`src/rtl/exception_entry_ctrl_if.sv`:
```
// Exception-entry bundle: requests and core state in, register-file controls out.
interface exception_entry_ctrl_if;
    logic        irq;
    logic        fiq;
    logic        und_req;
    logic        swi_req;
    logic        instr_done;
    logic [31:0] PC_Cur;
    logic [31:0] CPSR_In;
    logic        Exc_Busy;
    logic [2:0]  Change_M;
    logic        Write_Reg;
    logic [3:0]  W_Addr;
    logic [31:0] W_Data;
    logic        Write_PC;
    logic [31:0] PC_New;
    logic        Write_SPSR;
    logic [31:0] SPSR_New;
    logic        Write_CPSR;
    logic [31:0] CPSR_New;
    logic [1:0]  Exc_Cause;

    // Core / request side
    modport master (
        output irq, fiq, und_req, swi_req, instr_done, PC_Cur, CPSR_In,
        input  Exc_Busy, Change_M, Write_Reg, W_Addr, W_Data, Write_PC, PC_New,
               Write_SPSR, SPSR_New, Write_CPSR, CPSR_New, Exc_Cause
    );

    // Sequencer side
    modport slave (
        input  irq, fiq, und_req, swi_req, instr_done, PC_Cur, CPSR_In,
        output Exc_Busy, Change_M, Write_Reg, W_Addr, W_Data, Write_PC, PC_New,
               Write_SPSR, SPSR_New, Write_CPSR, CPSR_New, Exc_Cause
    );
endinterface

```
`src/rtl/exception_entry_ctrl.sv`:
```
// Exception-entry sequencer: at an instruction boundary picks the highest
// pending exception, then drives LR, SPSR, CPSR and PC writes into the
// banked register file over four stalled cycles.
module exception_entry_ctrl #(
    parameter logic [31:0] VECTOR_BASE = 32'h0000_0000
) (
    input logic                    clk,
    input logic                    rst,
    exception_entry_ctrl_if.slave  bus
);

    typedef enum logic [2:0] {
        IDLE,
        SAVE_LR,
        SAVE_SPSR,
        SET_CPSR,
        JUMP
    } state_t;

    state_t      state;

    // Captured on the accepting edge
    logic [31:0] saved_cpsr;
    logic [4:0]  tgt_mode;
    logic [2:0]  tgt_code;
    logic [4:0]  vec_off;
    logic        was_fiq;

    // Decoded request for the current boundary
    logic        fiq_q;
    logic        irq_q;
    logic        acc_d;
    logic [1:0]  cause_d;
    logic [4:0]  mode_d;
    logic [2:0]  code_d;
    logic [31:0] ret_d;
    logic [4:0]  off_d;

    // Priority select among masked interrupts and synchronous requests
    always_comb begin
        fiq_q   = bus.fiq & ~bus.CPSR_In[6];
        irq_q   = bus.irq & ~bus.CPSR_In[7];
        acc_d   = 1'b0;
        cause_d = '0;
        mode_d  = '0;
        code_d  = '0;
        ret_d   = '0;
        off_d   = '0;
        if (bus.instr_done) begin
            if (fiq_q) begin
                acc_d = 1'b1; cause_d = 2'd3; mode_d = 5'b10001; code_d = 3'd1;
                ret_d = bus.PC_Cur + 32'd4; off_d = 5'h1C;
            end else if (irq_q) begin
                acc_d = 1'b1; cause_d = 2'd2; mode_d = 5'b10010; code_d = 3'd2;
                ret_d = bus.PC_Cur + 32'd4; off_d = 5'h18;
            end else if (bus.und_req) begin
                acc_d = 1'b1; cause_d = 2'd0; mode_d = 5'b11011; code_d = 3'd4;
                ret_d = bus.PC_Cur; off_d = 5'h04;
            end else if (bus.swi_req) begin
                acc_d = 1'b1; cause_d = 2'd1; mode_d = 5'b10011; code_d = 3'd3;
                ret_d = bus.PC_Cur; off_d = 5'h08;
            end
        end
    end

    // Sequencer with registered Moore outputs: each transition loads the
    // outputs belonging to the state being entered.
    always_ff @(posedge clk) begin
        if (rst) begin
            state          <= IDLE;
            saved_cpsr     <= '0;
            tgt_mode       <= '0;
            tgt_code       <= '0;
            vec_off        <= '0;
            was_fiq        <= 1'b0;
            bus.Exc_Busy   <= 1'b0;
            bus.Change_M   <= '0;
            bus.Write_Reg  <= 1'b0;
            bus.W_Addr     <= '0;
            bus.W_Data     <= '0;
            bus.Write_PC   <= 1'b0;
            bus.PC_New     <= '0;
            bus.Write_SPSR <= 1'b0;
            bus.SPSR_New   <= '0;
            bus.Write_CPSR <= 1'b0;
            bus.CPSR_New   <= '0;
            bus.Exc_Cause  <= '0;
        end else begin
            bus.Change_M   <= '0;
            bus.Write_Reg  <= 1'b0;
            bus.W_Addr     <= '0;
            bus.W_Data     <= '0;
            bus.Write_PC   <= 1'b0;
            bus.PC_New     <= '0;
            bus.Write_SPSR <= 1'b0;
            bus.SPSR_New   <= '0;
            bus.Write_CPSR <= 1'b0;
            bus.CPSR_New   <= '0;
            case (state)
                IDLE: begin
                    bus.Exc_Busy <= 1'b0;
                    if (acc_d) begin
                        state         <= SAVE_LR;
                        saved_cpsr    <= bus.CPSR_In;
                        tgt_mode      <= mode_d;
                        tgt_code      <= code_d;
                        vec_off       <= off_d;
                        was_fiq       <= (cause_d == 2'd3);
                        bus.Exc_Cause <= cause_d;
                        bus.Exc_Busy  <= 1'b1;
                        bus.Write_Reg <= 1'b1;
                        bus.W_Addr    <= 4'd14;
                        bus.W_Data    <= ret_d;
                        bus.Change_M  <= code_d;
                    end
                end
                SAVE_LR: begin
                    state          <= SAVE_SPSR;
                    bus.Exc_Busy   <= 1'b1;
                    bus.Write_SPSR <= 1'b1;
                    bus.SPSR_New   <= saved_cpsr;
                    bus.Change_M   <= tgt_code;
                end
                SAVE_SPSR: begin
                    state          <= SET_CPSR;
                    bus.Exc_Busy   <= 1'b1;
                    bus.Write_CPSR <= 1'b1;
                    bus.CPSR_New   <= {saved_cpsr[31:8], 1'b1,
                                       (was_fiq | saved_cpsr[6]), 1'b0, tgt_mode};
                    bus.Change_M   <= tgt_code;
                end
                SET_CPSR: begin
                    state        <= JUMP;
                    bus.Exc_Busy <= 1'b1;
                    bus.Write_PC <= 1'b1;
                    bus.PC_New   <= VECTOR_BASE + {27'd0, vec_off};
                end
                JUMP: begin
                    state        <= IDLE;
                    bus.Exc_Busy <= 1'b0;
                end
                default: begin
                    state        <= IDLE;
                    bus.Exc_Busy <= 1'b0;
                end
            endcase
        end
    end

endmodule

```
`src/flat_wrapper.sv`:
```
// flat-port wrapper written by rule: the top's interface ports become plain ports
module exception_entry_ctrl_flat 
#(
    parameter logic [31:0] VECTOR_BASE = 32'h0000_0000
)
  (clk, rst, bus_irq, bus_fiq, bus_und_req, bus_swi_req, bus_instr_done, bus_PC_Cur, bus_CPSR_In, bus_Exc_Busy, bus_Change_M, bus_Write_Reg, bus_W_Addr, bus_W_Data, bus_Write_PC, bus_PC_New, bus_Write_SPSR, bus_SPSR_New, bus_Write_CPSR, bus_CPSR_New, bus_Exc_Cause);
  exception_entry_ctrl_if bus_i ();
  input logic clk;
  input logic rst;
  input wire logic [$bits(bus_i.irq)-1:0] bus_irq;
  input wire logic [$bits(bus_i.fiq)-1:0] bus_fiq;
  input wire logic [$bits(bus_i.und_req)-1:0] bus_und_req;
  input wire logic [$bits(bus_i.swi_req)-1:0] bus_swi_req;
  input wire logic [$bits(bus_i.instr_done)-1:0] bus_instr_done;
  input wire logic [$bits(bus_i.PC_Cur)-1:0] bus_PC_Cur;
  input wire logic [$bits(bus_i.CPSR_In)-1:0] bus_CPSR_In;
  output wire logic [$bits(bus_i.Exc_Busy)-1:0] bus_Exc_Busy;
  output wire logic [$bits(bus_i.Change_M)-1:0] bus_Change_M;
  output wire logic [$bits(bus_i.Write_Reg)-1:0] bus_Write_Reg;
  output wire logic [$bits(bus_i.W_Addr)-1:0] bus_W_Addr;
  output wire logic [$bits(bus_i.W_Data)-1:0] bus_W_Data;
  output wire logic [$bits(bus_i.Write_PC)-1:0] bus_Write_PC;
  output wire logic [$bits(bus_i.PC_New)-1:0] bus_PC_New;
  output wire logic [$bits(bus_i.Write_SPSR)-1:0] bus_Write_SPSR;
  output wire logic [$bits(bus_i.SPSR_New)-1:0] bus_SPSR_New;
  output wire logic [$bits(bus_i.Write_CPSR)-1:0] bus_Write_CPSR;
  output wire logic [$bits(bus_i.CPSR_New)-1:0] bus_CPSR_New;
  output wire logic [$bits(bus_i.Exc_Cause)-1:0] bus_Exc_Cause;
  assign bus_i.irq = bus_irq;
  assign bus_i.fiq = bus_fiq;
  assign bus_i.und_req = bus_und_req;
  assign bus_i.swi_req = bus_swi_req;
  assign bus_i.instr_done = bus_instr_done;
  assign bus_i.PC_Cur = bus_PC_Cur;
  assign bus_i.CPSR_In = bus_CPSR_In;
  assign bus_Exc_Busy = bus_i.Exc_Busy;
  assign bus_Change_M = bus_i.Change_M;
  assign bus_Write_Reg = bus_i.Write_Reg;
  assign bus_W_Addr = bus_i.W_Addr;
  assign bus_W_Data = bus_i.W_Data;
  assign bus_Write_PC = bus_i.Write_PC;
  assign bus_PC_New = bus_i.PC_New;
  assign bus_Write_SPSR = bus_i.Write_SPSR;
  assign bus_SPSR_New = bus_i.SPSR_New;
  assign bus_Write_CPSR = bus_i.Write_CPSR;
  assign bus_CPSR_New = bus_i.CPSR_New;
  assign bus_Exc_Cause = bus_i.Exc_Cause;
  exception_entry_ctrl #(.VECTOR_BASE(VECTOR_BASE)) u_core (.clk(clk), .rst(rst), .bus(bus_i));
endmodule
```
`config.mk`:
```
export PLATFORM = sky130hd
export DESIGN_NAME = exception_entry_ctrl_flat
export DESIGN_NICKNAME = d
export VERILOG_FILES = /design/src/rtl/exception_entry_ctrl_if.sv /design/src/rtl/exception_entry_ctrl.sv /design/src/flat_wrapper.sv
export SDC_FILE = /design/constraint.sdc
export NUM_CORES = 1
export LEC_CHECK = 0
export BUFFER_PORTS_ARGS = -buffer_cell sky130_fd_sc_hd__buf_2
export CELL_PAD_IN_SITES_DETAIL_PLACEMENT = 1
export CELL_PAD_IN_SITES_GLOBAL_PLACEMENT = 2
export CORE_UTILIZATION = 30
export CTS_CLUSTER_SIZE = 25
export DETAILED_ROUTE_END_ITERATION = 7
export GPL_ROUTABILITY_DRIVEN = 0
export PLACE_DENSITY = 0.88
export SYNTH_ARGS = -nofsm -noshare
export SYNTH_HDL_FRONTEND = slang
export SYNTH_SLANG_ARGS = --single-unit
```
`constraint.sdc`:
```
create_clock -name clk -period 4.65 [get_ports clk]
set_clock_uncertainty 0.1 [all_clocks]
set_input_delay 0.93 -clock clk [delete_from_list [all_inputs] [get_ports clk]]
set_output_delay 0.93 -clock clk [all_outputs]
set_load 0.01 [all_outputs]
```
==> results.yml <==
grt:
  gr-total-overflow: 0
  grt_pass1_vias: 4161
  grt_pass1_wl_um: 22270
  grt_max_degree: 38
  track_usage_pct: 16.01
  antenna_found_initial: 2
timing:
  worst_slack_ns: 1.829
  rsz0062_at_grt: "false"
  drv_slew: 0
  fin_crit_sh_pct: 60.67
  hold_slack_ns: 0.3518
  period_minus_slack_ns: 2.821
  finalSetupViolations: 0
  finalHoldViolCount: 0
  worstMarginPinSlew_ns: 0.9693
  fmax_mhz: 354.5
  setup_tns_ns: 0
  max_slew_margin_pct: 35.10
min_path:
  hold_depth: 1
  hold_path_class: "reg2reg"
floorplanning:
  ios: 213
  die_w_um: 135.7
  die_h_um: 135.7
  dieArea_mm2: 0.01841
  coreArea_mm2: 0.01736
  rows: 48
  start_util_pct: 30.88
synthesis:
  synth_ff_type: "dfxtp_1"
  synthDominantCellAreaShare_pct: 55.65
  syn_area_mm2: 0.005360
  synth_edf_count: 0
  synth_xor_area_share_pct: 2.778
  synth_compound_area_share_pct: 8.473
  synth_top_family_by_area: "simple AND/OR/NAND/NOR gates"
  ys_ff_latch: 149
  synthMuxAreaShare_pct: 0.1867
  synth_cells: 579
  synth_area_leaders: "dfxtp_1, and2_1, nand2_1"
  yosys.area.top_type: "dfxtp_1"
  yosysWarnings: 0
  syn_avg_cell_area_um2: 9.258
  seq_area_frac_synth_pct: 55.65
  synth-simple-area-share_pct: 24.84
  synth_fa_ha_area_share_pct: 0.2334
  synth_cell_types: 43
  async_reset_ff_share_pct: 0
routing:
  vias_per_cell: 4.437
  vias: 4375
  postRouteAntennaNets: 0
  drtIter0Drc: 168
  drt_wl_total_um: 14370
  drcViolationCount: 0
  routedWlPerCell_um: 14.58
  first_pass_iters: 4
place:
  pre_cts_ws_ns: 1.325
  dpl.hpwl_um: 10400
  port_buffers: 180
setup_path:
  critPathLaunchType: "input pin"
  cp_top_family: "simple AND/OR/NAND/NOR gates"
  path_depth: 6
  worstSetupPathType: "in2reg"
  critical_path.max_stage_delay_ns: 0.81
  ff2ff_path_depth: 5
  critPathBufInv: 1
  cp_slowest_cell: "a21oi_4"
  crit_chain: "buf_2 > nor2b_1 > nor2_1 > a21oi_4 > nand2_1 > a21oi_1"
  worst_ep_arrival_time_ns: 3.07
  crit_fanout: 33
  cp-end-kind: "flop"
  required_ns: 4.90
cells_and_area:
  drive_above_1_share_pct: 30.00
  area_growth_pct: 30.18
  nets: 819
  fin_util_pct: 40.20
cts:
  cts_tree: "yes"
  cts_hold_buf: 0
  ctsResizeCount: 0
  path_clk_slew_ns: 0.06
  cts.htree.levels: 4
  clk_path_buf_depth: 2
  clkSinkCount: 149
  cts_buffers: 17
  root_buffer: "clkbuf_16"
  post-cts-setup-buffers: 0
  clk_latency_ns: 0.42
pwr:
  irDropWorstVdd_mv: 0.2566
  power.density_mw_per_mm2: 446.4
  finalPower_uw: 3115
  p_leak_uw: 0.003200
outcome:
  outcome: "complete, no violations"
run:
  cap_violations: 0
[layer usage]
| metal | vias to the layer above | global-route usage, % | part of all wire, % |
|---|---|---|---|
| li1 | 2173 | - | - |
| met1 | 2012 | 19.24 | 44 |
| met2 | 173 | 25.37 | 45 |
| met3 | 15 | 7.146 | 9.8 |
| met4 | 2 | 5.056 | 1.1 |
| met5 | - | 0 | 0.083 |
[kinds of logic after synthesis]
family | Yosys count
simple gates | 255
flops | 149
compound gates | 82
buf+inv | 73
xor+xnor | 17
fa+ha+maj | 1
other cells | 1
mux | 1
[cells in the mapped netlist, drive strengths merged (4+ instances only)]
library cell,count
xnor2,14
nor2,31
nand2,95
clkbuf,27
o21ai,10
dfxtp,149
and3,4
inv,6
and4,5
nand3,8
or3,6
nor3,10
and2,66
nand4,6
buf,40
a21oi,56
nand2b,4
[worst paths after layout]
| kind | start | end | slack (ns) |
|---|---|---|---|
| worst max-delay path | bus_CPSR_In[7] | u_core.saved_cpsr[19]$_SDFFE_PP0P_ | 1.83 |
| worst max register to register | u_core.state[0]$_SDFFE_PP0P_ | u_core.bus.W_Data[25]$_SDFF_PP0_ | 2.12 |
| worst min register to register | u_core.saved_cpsr[4]$_SDFFE_PP0P_ | u_core.bus.SPSR_New[4]$_SDFF_PP0_ | 0.35 |
| worst min-delay path | u_core.saved_cpsr[4]$_SDFFE_PP0P_ | u_core.bus.SPSR_New[4]$_SDFF_PP0_ | 0.35 |
[final cells by class]
type | instances | area [um2]
multi-input combinational | 388 | 2112
inverter | 6 | 22.52
clock buffer | 19 | 442.9
sequential | 149 | 2983
fill | 2073 | 10380
clock inverter | 13 | 195.2
antenna | 1 | 2.502
timing repair buffer | 185 | 938.4
tap | 225 | 281.5
[per-stage QoR]
step	area [um2]	std cells
after floorplan	5477	610
after global placement	6337	953
after detailed placement	6337	953
after CTS	6975	985
after global routing	6975	985
final	6978	986
[registers in the layout, indices dropped and copies added (netlist names), 2 cells and up]
name,cells
u_core.bus.W_Data,32
u_core.state,3
u_core.saved_cpsr,32
u_core.bus.PC_New,3
u_core.vec_off,2
u_core.bus.Change_M,3
u_core.tgt_code,2
u_core.bus.CPSR_New,29
u_core.tgt_mode,4
u_core.bus.SPSR_New,32
[placed cells by master (no fill, tap or decap), drive strengths merged, types with 9 or more instances in the layout]
cell type	n
a21oi	56
nand2	95
o21ai	10
inv	9
and2	66
conb	32
nor2	31
nor3	10
xnor2	14
dfxtp	149
buf	185
clkbuf	19
[power breakdown]
part	leakage, uW	internal [uW]	total (uW)	switching (uW)
logic	0.00169	99.5	277	178
registers	0.00121	1340	1370	30.0
clock network	0.000301	920	1470	553
total	0.00320	2350	3120	760
Power figures use the tool's default switching activity.
